--- src/rtl/bus_arbiter_if.sv ---
// bus_arbiter_if: I-cache, D-cache and shared-bus signals around bus_arbiter.
// slave is the arbiter's view of the bundle; master is the surrounding system's.
interface bus_arbiter_if #(
    parameter int AW = 32,
    parameter int DW = 32
);
    logic          i_req;
    logic          i_we;
    logic          i_lock;
    logic [AW-1:0] i_addr;
    logic [DW-1:0] i_wdata;
    logic [DW-1:0] i_rdata;
    logic          i_ready;

    logic          d_req;
    logic          d_we;
    logic          d_lock;
    logic [AW-1:0] d_addr;
    logic [DW-1:0] d_wdata;
    logic [DW-1:0] d_rdata;
    logic          d_ready;

    logic          s_req;
    logic          s_we;
    logic [AW-1:0] s_addr;
    logic [DW-1:0] s_wdata;
    logic [DW-1:0] s_rdata;
    logic          s_ready;

    logic [1:0]    gnt;

    modport slave (
        input  i_req, i_we, i_lock, i_addr, i_wdata,
        output i_rdata, i_ready,
        input  d_req, d_we, d_lock, d_addr, d_wdata,
        output d_rdata, d_ready,
        output s_req, s_we, s_addr, s_wdata,
        input  s_rdata, s_ready,
        output gnt
    );

    modport master (
        output i_req, i_we, i_lock, i_addr, i_wdata,
        input  i_rdata, i_ready,
        output d_req, d_we, d_lock, d_addr, d_wdata,
        input  d_rdata, d_ready,
        input  s_req, s_we, s_addr, s_wdata,
        output s_rdata, s_ready,
        input  gnt
    );
endinterface

--- src/rtl/bus_arbiter.sv ---
// bus_arbiter: I/D cache masters onto one shared bus, with per-grant beat locking.
// Define BUS_ARB_RR_EN for round-robin ties; otherwise D always wins a tie.
module bus_arbiter #(
    parameter int AW       = 32,
    parameter int DW       = 32,
    parameter int MAX_LOCK = 8
) (
    input  logic         clk,
    input  logic         rst,
    bus_arbiter_if.slave bus
);
    typedef enum logic [1:0] {
        IDLE  = 2'b00,
        GNT_I = 2'b01,
        GNT_D = 2'b10
    } state_t;

    localparam logic [7:0] LOCK_LIM = 8'(MAX_LOCK - 1);

    state_t        state_q;
    state_t        state_d;
    logic [1:0]    gnt_q;
    logic [7:0]    lock_q;
    logic [7:0]    lock_d;
    logic [7:0]    lock_inc;

    logic          own_req;
    logic          own_we;
    logic          own_lock;
    logic [AW-1:0] own_addr;
    logic [DW-1:0] own_wdata;
    logic          tie_d;
    logic          sel_i;
    logic          sel_d;

`ifdef BUS_ARB_RR_EN
    // ptr_q = 1 when D was granted last, so a tie goes to the other master.
    logic ptr_q;
    logic ptr_d;
    assign tie_d = ~ptr_q;
`else
    assign tie_d = 1'b1;
`endif

    assign sel_i = (state_q == GNT_I);
    assign sel_d = (state_q == GNT_D);

    always_comb begin : owner_mux
        own_req   = 1'b0;
        own_we    = 1'b0;
        own_lock  = 1'b0;
        own_addr  = '0;
        own_wdata = '0;
        unique case (1'b1)
            sel_i: begin
                own_req   = bus.i_req;
                own_we    = bus.i_we;
                own_lock  = bus.i_lock;
                own_addr  = bus.i_addr;
                own_wdata = bus.i_wdata;
            end
            sel_d: begin
                own_req   = bus.d_req;
                own_we    = bus.d_we;
                own_lock  = bus.d_lock;
                own_addr  = bus.d_addr;
                own_wdata = bus.d_wdata;
            end
            default: ;
        endcase
    end

    assign lock_inc = (lock_q == 8'hFF) ? lock_q : lock_q + 8'd1;

    always_comb begin : next_state
        state_d = state_q;
        lock_d  = lock_q;
`ifdef BUS_ARB_RR_EN
        ptr_d   = ptr_q;
`endif
        unique case (state_q)
            IDLE: begin
                lock_d = 8'd0;
                if (bus.i_req && bus.d_req) begin
                    state_d = tie_d ? GNT_D : GNT_I;
                end else if (bus.d_req) begin
                    state_d = GNT_D;
                end else if (bus.i_req) begin
                    state_d = GNT_I;
                end
`ifdef BUS_ARB_RR_EN
                if (state_d != IDLE) begin
                    ptr_d = (state_d == GNT_D);
                end
`endif
            end
            GNT_I, GNT_D: begin
                if (!own_req) begin
                    state_d = IDLE;
                    lock_d  = 8'd0;
                end else if (bus.s_ready) begin
                    if (own_lock && (lock_q < LOCK_LIM)) begin
                        lock_d = lock_inc;
                    end else begin
                        state_d = IDLE;
                        lock_d  = 8'd0;
                    end
                end
            end
            default: begin
                state_d = IDLE;
                lock_d  = 8'd0;
            end
        endcase
    end

    always_ff @(posedge clk or negedge rst) begin
        if (!rst) begin
            state_q <= IDLE;
            gnt_q   <= 2'b00;
            lock_q  <= 8'd0;
`ifdef BUS_ARB_RR_EN
            ptr_q   <= 1'b0;
`endif
        end else begin
            state_q <= state_d;
            gnt_q   <= state_d;
            lock_q  <= lock_d;
`ifdef BUS_ARB_RR_EN
            ptr_q   <= ptr_d;
`endif
        end
    end

    assign bus.gnt     = gnt_q;

    assign bus.s_req   = own_req;
    assign bus.s_we    = own_we;
    assign bus.s_addr  = own_addr;
    assign bus.s_wdata = own_wdata;

    // Only the owner sees bus responses; s_ready in IDLE is dropped here.
    assign bus.i_ready = sel_i & bus.s_ready;
    assign bus.i_rdata = sel_i ? bus.s_rdata : '0;
    assign bus.d_ready = sel_d & bus.s_ready;
    assign bus.d_rdata = sel_d ? bus.s_rdata : '0;
endmodule

--- src/flat_wrapper.sv ---
// flat-port wrapper written by rule: the top's interface ports become plain ports
module bus_arbiter_flat 
#(
    parameter int AW       = 32,
    parameter int DW       = 32,
    parameter int MAX_LOCK = 8
)
  (clk, rst, bus_i_req, bus_i_we, bus_i_lock, bus_i_addr, bus_i_wdata, bus_i_rdata, bus_i_ready, bus_d_req, bus_d_we, bus_d_lock, bus_d_addr, bus_d_wdata, bus_d_rdata, bus_d_ready, bus_s_req, bus_s_we, bus_s_addr, bus_s_wdata, bus_s_rdata, bus_s_ready, bus_gnt);
  bus_arbiter_if #(.AW(AW), .DW(DW)) bus_i ();
  input  logic clk;
  input  logic rst;
  input wire logic [$bits(bus_i.i_req)-1:0] bus_i_req;
  input wire logic [$bits(bus_i.i_we)-1:0] bus_i_we;
  input wire logic [$bits(bus_i.i_lock)-1:0] bus_i_lock;
  input wire logic [$bits(bus_i.i_addr)-1:0] bus_i_addr;
  input wire logic [$bits(bus_i.i_wdata)-1:0] bus_i_wdata;
  output wire logic [$bits(bus_i.i_rdata)-1:0] bus_i_rdata;
  output wire logic [$bits(bus_i.i_ready)-1:0] bus_i_ready;
  input wire logic [$bits(bus_i.d_req)-1:0] bus_d_req;
  input wire logic [$bits(bus_i.d_we)-1:0] bus_d_we;
  input wire logic [$bits(bus_i.d_lock)-1:0] bus_d_lock;
  input wire logic [$bits(bus_i.d_addr)-1:0] bus_d_addr;
  input wire logic [$bits(bus_i.d_wdata)-1:0] bus_d_wdata;
  output wire logic [$bits(bus_i.d_rdata)-1:0] bus_d_rdata;
  output wire logic [$bits(bus_i.d_ready)-1:0] bus_d_ready;
  output wire logic [$bits(bus_i.s_req)-1:0] bus_s_req;
  output wire logic [$bits(bus_i.s_we)-1:0] bus_s_we;
  output wire logic [$bits(bus_i.s_addr)-1:0] bus_s_addr;
  output wire logic [$bits(bus_i.s_wdata)-1:0] bus_s_wdata;
  input wire logic [$bits(bus_i.s_rdata)-1:0] bus_s_rdata;
  input wire logic [$bits(bus_i.s_ready)-1:0] bus_s_ready;
  output wire logic [$bits(bus_i.gnt)-1:0] bus_gnt;
  assign bus_i.i_req = bus_i_req;
  assign bus_i.i_we = bus_i_we;
  assign bus_i.i_lock = bus_i_lock;
  assign bus_i.i_addr = bus_i_addr;
  assign bus_i.i_wdata = bus_i_wdata;
  assign bus_i_rdata = bus_i.i_rdata;
  assign bus_i_ready = bus_i.i_ready;
  assign bus_i.d_req = bus_d_req;
  assign bus_i.d_we = bus_d_we;
  assign bus_i.d_lock = bus_d_lock;
  assign bus_i.d_addr = bus_d_addr;
  assign bus_i.d_wdata = bus_d_wdata;
  assign bus_d_rdata = bus_i.d_rdata;
  assign bus_d_ready = bus_i.d_ready;
  assign bus_s_req = bus_i.s_req;
  assign bus_s_we = bus_i.s_we;
  assign bus_s_addr = bus_i.s_addr;
  assign bus_s_wdata = bus_i.s_wdata;
  assign bus_i.s_rdata = bus_s_rdata;
  assign bus_i.s_ready = bus_s_ready;
  assign bus_gnt = bus_i.gnt;
  bus_arbiter #(.AW(AW), .DW(DW), .MAX_LOCK(MAX_LOCK)) u_core (.clk(clk), .rst(rst), .bus(bus_i));
endmodule
--- config.mk ---
export PLATFORM = sky130hd
export DESIGN_NAME = bus_arbiter_flat
export DESIGN_NICKNAME = d
export VERILOG_FILES = /design/src/rtl/bus_arbiter_if.sv /design/src/rtl/bus_arbiter.sv /design/src/flat_wrapper.sv
export SDC_FILE = /design/constraint.sdc
export NUM_CORES = 1
export LEC_CHECK = 0
export ABC_AREA = 1
export CORE_AREA = 2 2 118 120
export DETAILED_ROUTE_END_ITERATION = 8
export DIE_AREA = 0 0 120 122
export MAX_ROUTING_LAYER = met4
export PLACE_DENSITY = 0.6
export SYNTH_ARGS = -nofsm -noshare
export SYNTH_HDL_FRONTEND = slang
export SYNTH_SLANG_ARGS = --single-unit
--- constraint.sdc ---
create_clock -name clk -period 3.8 [get_ports clk]
set_clock_uncertainty 0.05 [all_clocks]
set_input_delay 1.14 -clock clk [delete_from_list [all_inputs] [get_ports clk]]
set_output_delay 1.14 -clock clk [all_outputs]
set_load 0.03 [all_outputs]
==> results_dict.tcl <==
set metrics [dict create \
    cts_hold_buf 0 \
    end_kind "primary output" \
    power.total_mw 2.65 \
    die_h_um 122 \
    ys_types 19 \
    clockBufferDepth 2 \
    track_usage 0.147 \
    fp-row-count 43 \
    die_x_um 120 \
    seq_area_frac_synth 0.124 \
    final_cell_mix "clkdlybuf4s50_1 (288), nand2_1 (217), inv_1 (79), a21oi_1 (66), buf_4 (13)" \
    syn_nets 605 \
    path_common_cell "clkdlybuf4s50_1" \
    vias 3490 \
    post-route-period-util 0.991 \
    nFillCells 1439 \
    insertion_delay_ns 0.24 \
    antenna_found_initial 0 \
    routedWlPerCell_um 13.0 \
    grt_start_max_net_pins 44 \
    arrival_ns 2.58 \
    drive_above_1_share 0.0475 \
    synth_seq_cells 10 \
    crit_chain "clkdlybuf4s50_1 > nand2_1 > a21oi_1 > clkdlybuf4s50_1" \
    dieArea_um2 14600 \
    syn_area_per_cell_um2 4.67 \
    drt-initial-drc-count 154 \
    start_util 0.149 \
    tns_ns 0 \
    ant_nets 0 \
    synth.top_cell.area_share 0.404 \
    yosysTopAreaCell "nand2_1" \
    hpwl_um 9310 \
    grt_setup_unrepaired "no" \
    coreArea_um2 13500 \
    maxCapViolCount 0 \
    hp-class "register to register" \
    grt_pass1_vias 3161 \
    place.gp.congestion 0.797 \
    max-vdd-ir-drop_v 0.000305 \
    syn_to_final_growth_pct 166 \
    netlist_area_um2 2020 \
    worstSetupStartpointType "primary input" \
    tightest_slew_ns 0.484 \
    grt_pass1_wl_um 17000 \
    path_class "primary input to primary output" \
    reg2reg_setup_slack_ns 1.79 \
    regArea_um2 250 \
    root_buffer "clkbuf_16" \
    max-slew-margin-rel 0.676 \
    gr-total-overflow 0 \
    ys_warn_count 0 \
    portBuffers 302 \
    cp_slowest_cell "clkdlybuf4s50_1" \
    drc 0 \
    crit_path_max_incr_delay_ns 0.71 \
    synthTopCellsByArea "nand2_1 (40%), a21oi_1 (16%), inv_1 (15%)" \
    multi_input_area_um2 1350 \
    synth_cells 432 \
    via_per_inst 3.90 \
    drt-pass1-iter-count 4 \
    h-tree-depth 1 \
    path_max_fanout 1 \
    finalSetupViolCount 0 \
    path_clk_slew_ns 0.04 \
    max_freq_ghz 0.266 \
    finalHoldViolCount 0 \
    nets 890 \
    numCtsBuffers 3 \
    cts_setup_buffers 0 \
    n_antenna_cell 0 \
    cts_tree "built" \
    clock_sinks 10 \
    powerDensity_nw_per_um2 493 \
    status "complete, no violations" \
    ios 303 \
    slew_violations 0 \
    leakagePower_nw 2.49 \
    min_period_ns 3.77 \
    required_ns 2.61 \
    drt_wl_total_um 11700 \
    final_common_cell "clkdlybuf4s50_1" \
]
==> synth_stat cells <==
library cell,n
inv_1,80
a21oi_1,66
buf_2,7
ha_1,4
buf_6,1
nor3_1,1
nand3_1,3
nor2_4,1
nand4_1,5
nand2_2,3
o21ai_0,1
dfrtp_1,10
clkbuf_1,15
nand3_2,1
buf_4,2
buf_1,5
nand2_1,217
inv_2,1
nor2_1,9
==> where the power goes <==
group | internal [mW] | total (mW) | switching, mW
Sequential | 0.114 | 0.126 | 0.0116
Clock | 0.158 | 0.210 | 0.0513
Combinational | 0.920 | 2.31 | 1.39
==> sequential cells by signal, indices dropped and copies added (netlist names) <==
signal	cells
u_core.state_q	2
u_core.lock_q	8
==> routing by layer <==
| layer | track usage | vias to the layer above | share of wire |
|---|---|---|---|
| li1 | - | 1840 | - |
| met5 | - | - | 0 |
| met2 | 0.262 | 141 | 0.51 |
| met4 | 0.0132 | 0 | 0.0024 |
| met3 | 0.0215 | 3 | 0.061 |
| met1 | 0.181 | 1506 | 0.43 |
==> kinds of logic after synthesis <==
logic type / count (synthesis) / share of synthesized area
flip-flops: 10 / 0.124
AND/OR/NAND/NOR: 240 / 0.466
adder cells (fa/ha/maj): 4 / 0.0248
AO/OA/AOI/OAI: 67 / 0.166
buffers and inverters: 111 / 0.218
==> final timing paths <==
path                            cells past startpoint                     startpoint                            to
worst max-delay path                                4                  bus_i_addr[6]                 bus_s_addr[6]
worst min-delay path                                2   u_core.lock_q[5]$_DFFE_PN0P_  u_core.lock_q[5]$_DFFE_PN0P_
worst max register to register                     12  u_core.state_q[0]$_DFFE_PN0P_  u_core.lock_q[2]$_DFFE_PN0P_
worst min register to register                      2   u_core.lock_q[5]$_DFFE_PN0P_  u_core.lock_q[5]$_DFFE_PN0P_
max in group asynchronous                           1                            rst  u_core.lock_q[2]$_DFFE_PN0P_
min in group asynchronous                           1                            rst  u_core.lock_q[5]$_DFFE_PN0P_
==> stage by stage <==
stage	setup WS, ns	instances	area (µm²)	hold slack, ns	utilization
5_1_grt	0.00677	896	5370	0.489	0.398
3_5_place_dp	0.0589	892	5280	0.440	0.391
6_report	0.0342	896	5370	0.445	0.398
3_3_place_gp	0.0401	892	5280	0.435	0.391
2_1_floorplan	0.720	432	2020	0.421	-
4_1_cts	0.0423	896	5370	0.450	0.398
==> what timing repair did <==
action                                  4_1_cts  5_1_grt
gates resized for setup                       0        1
endpoints found under the hold margin         0        0
endpoints found under the setup margin        0        1
==> area by class of cell <==
| class | count | area share |
|---|---|---|
| inverter | 81 | 0.0566 |
| tap | 180 | 0.0419 |
| multi-input combinational | 311 | 0.251 |
| clock buffer | 4 | 0.0165 |
| sequential | 10 | 0.0466 |
| timing repair buffer | 310 | 0.587 |
==> worst max-delay path: cells and delay by family <==
kind / cells / cell delay (ns)
AOI/OAI and AO/OA: 1 / 0.22
buffers and inverters: 2 / 1.17
and+or+nand+nor: 1 / 0.05
(Power assumes the default switching activity.)
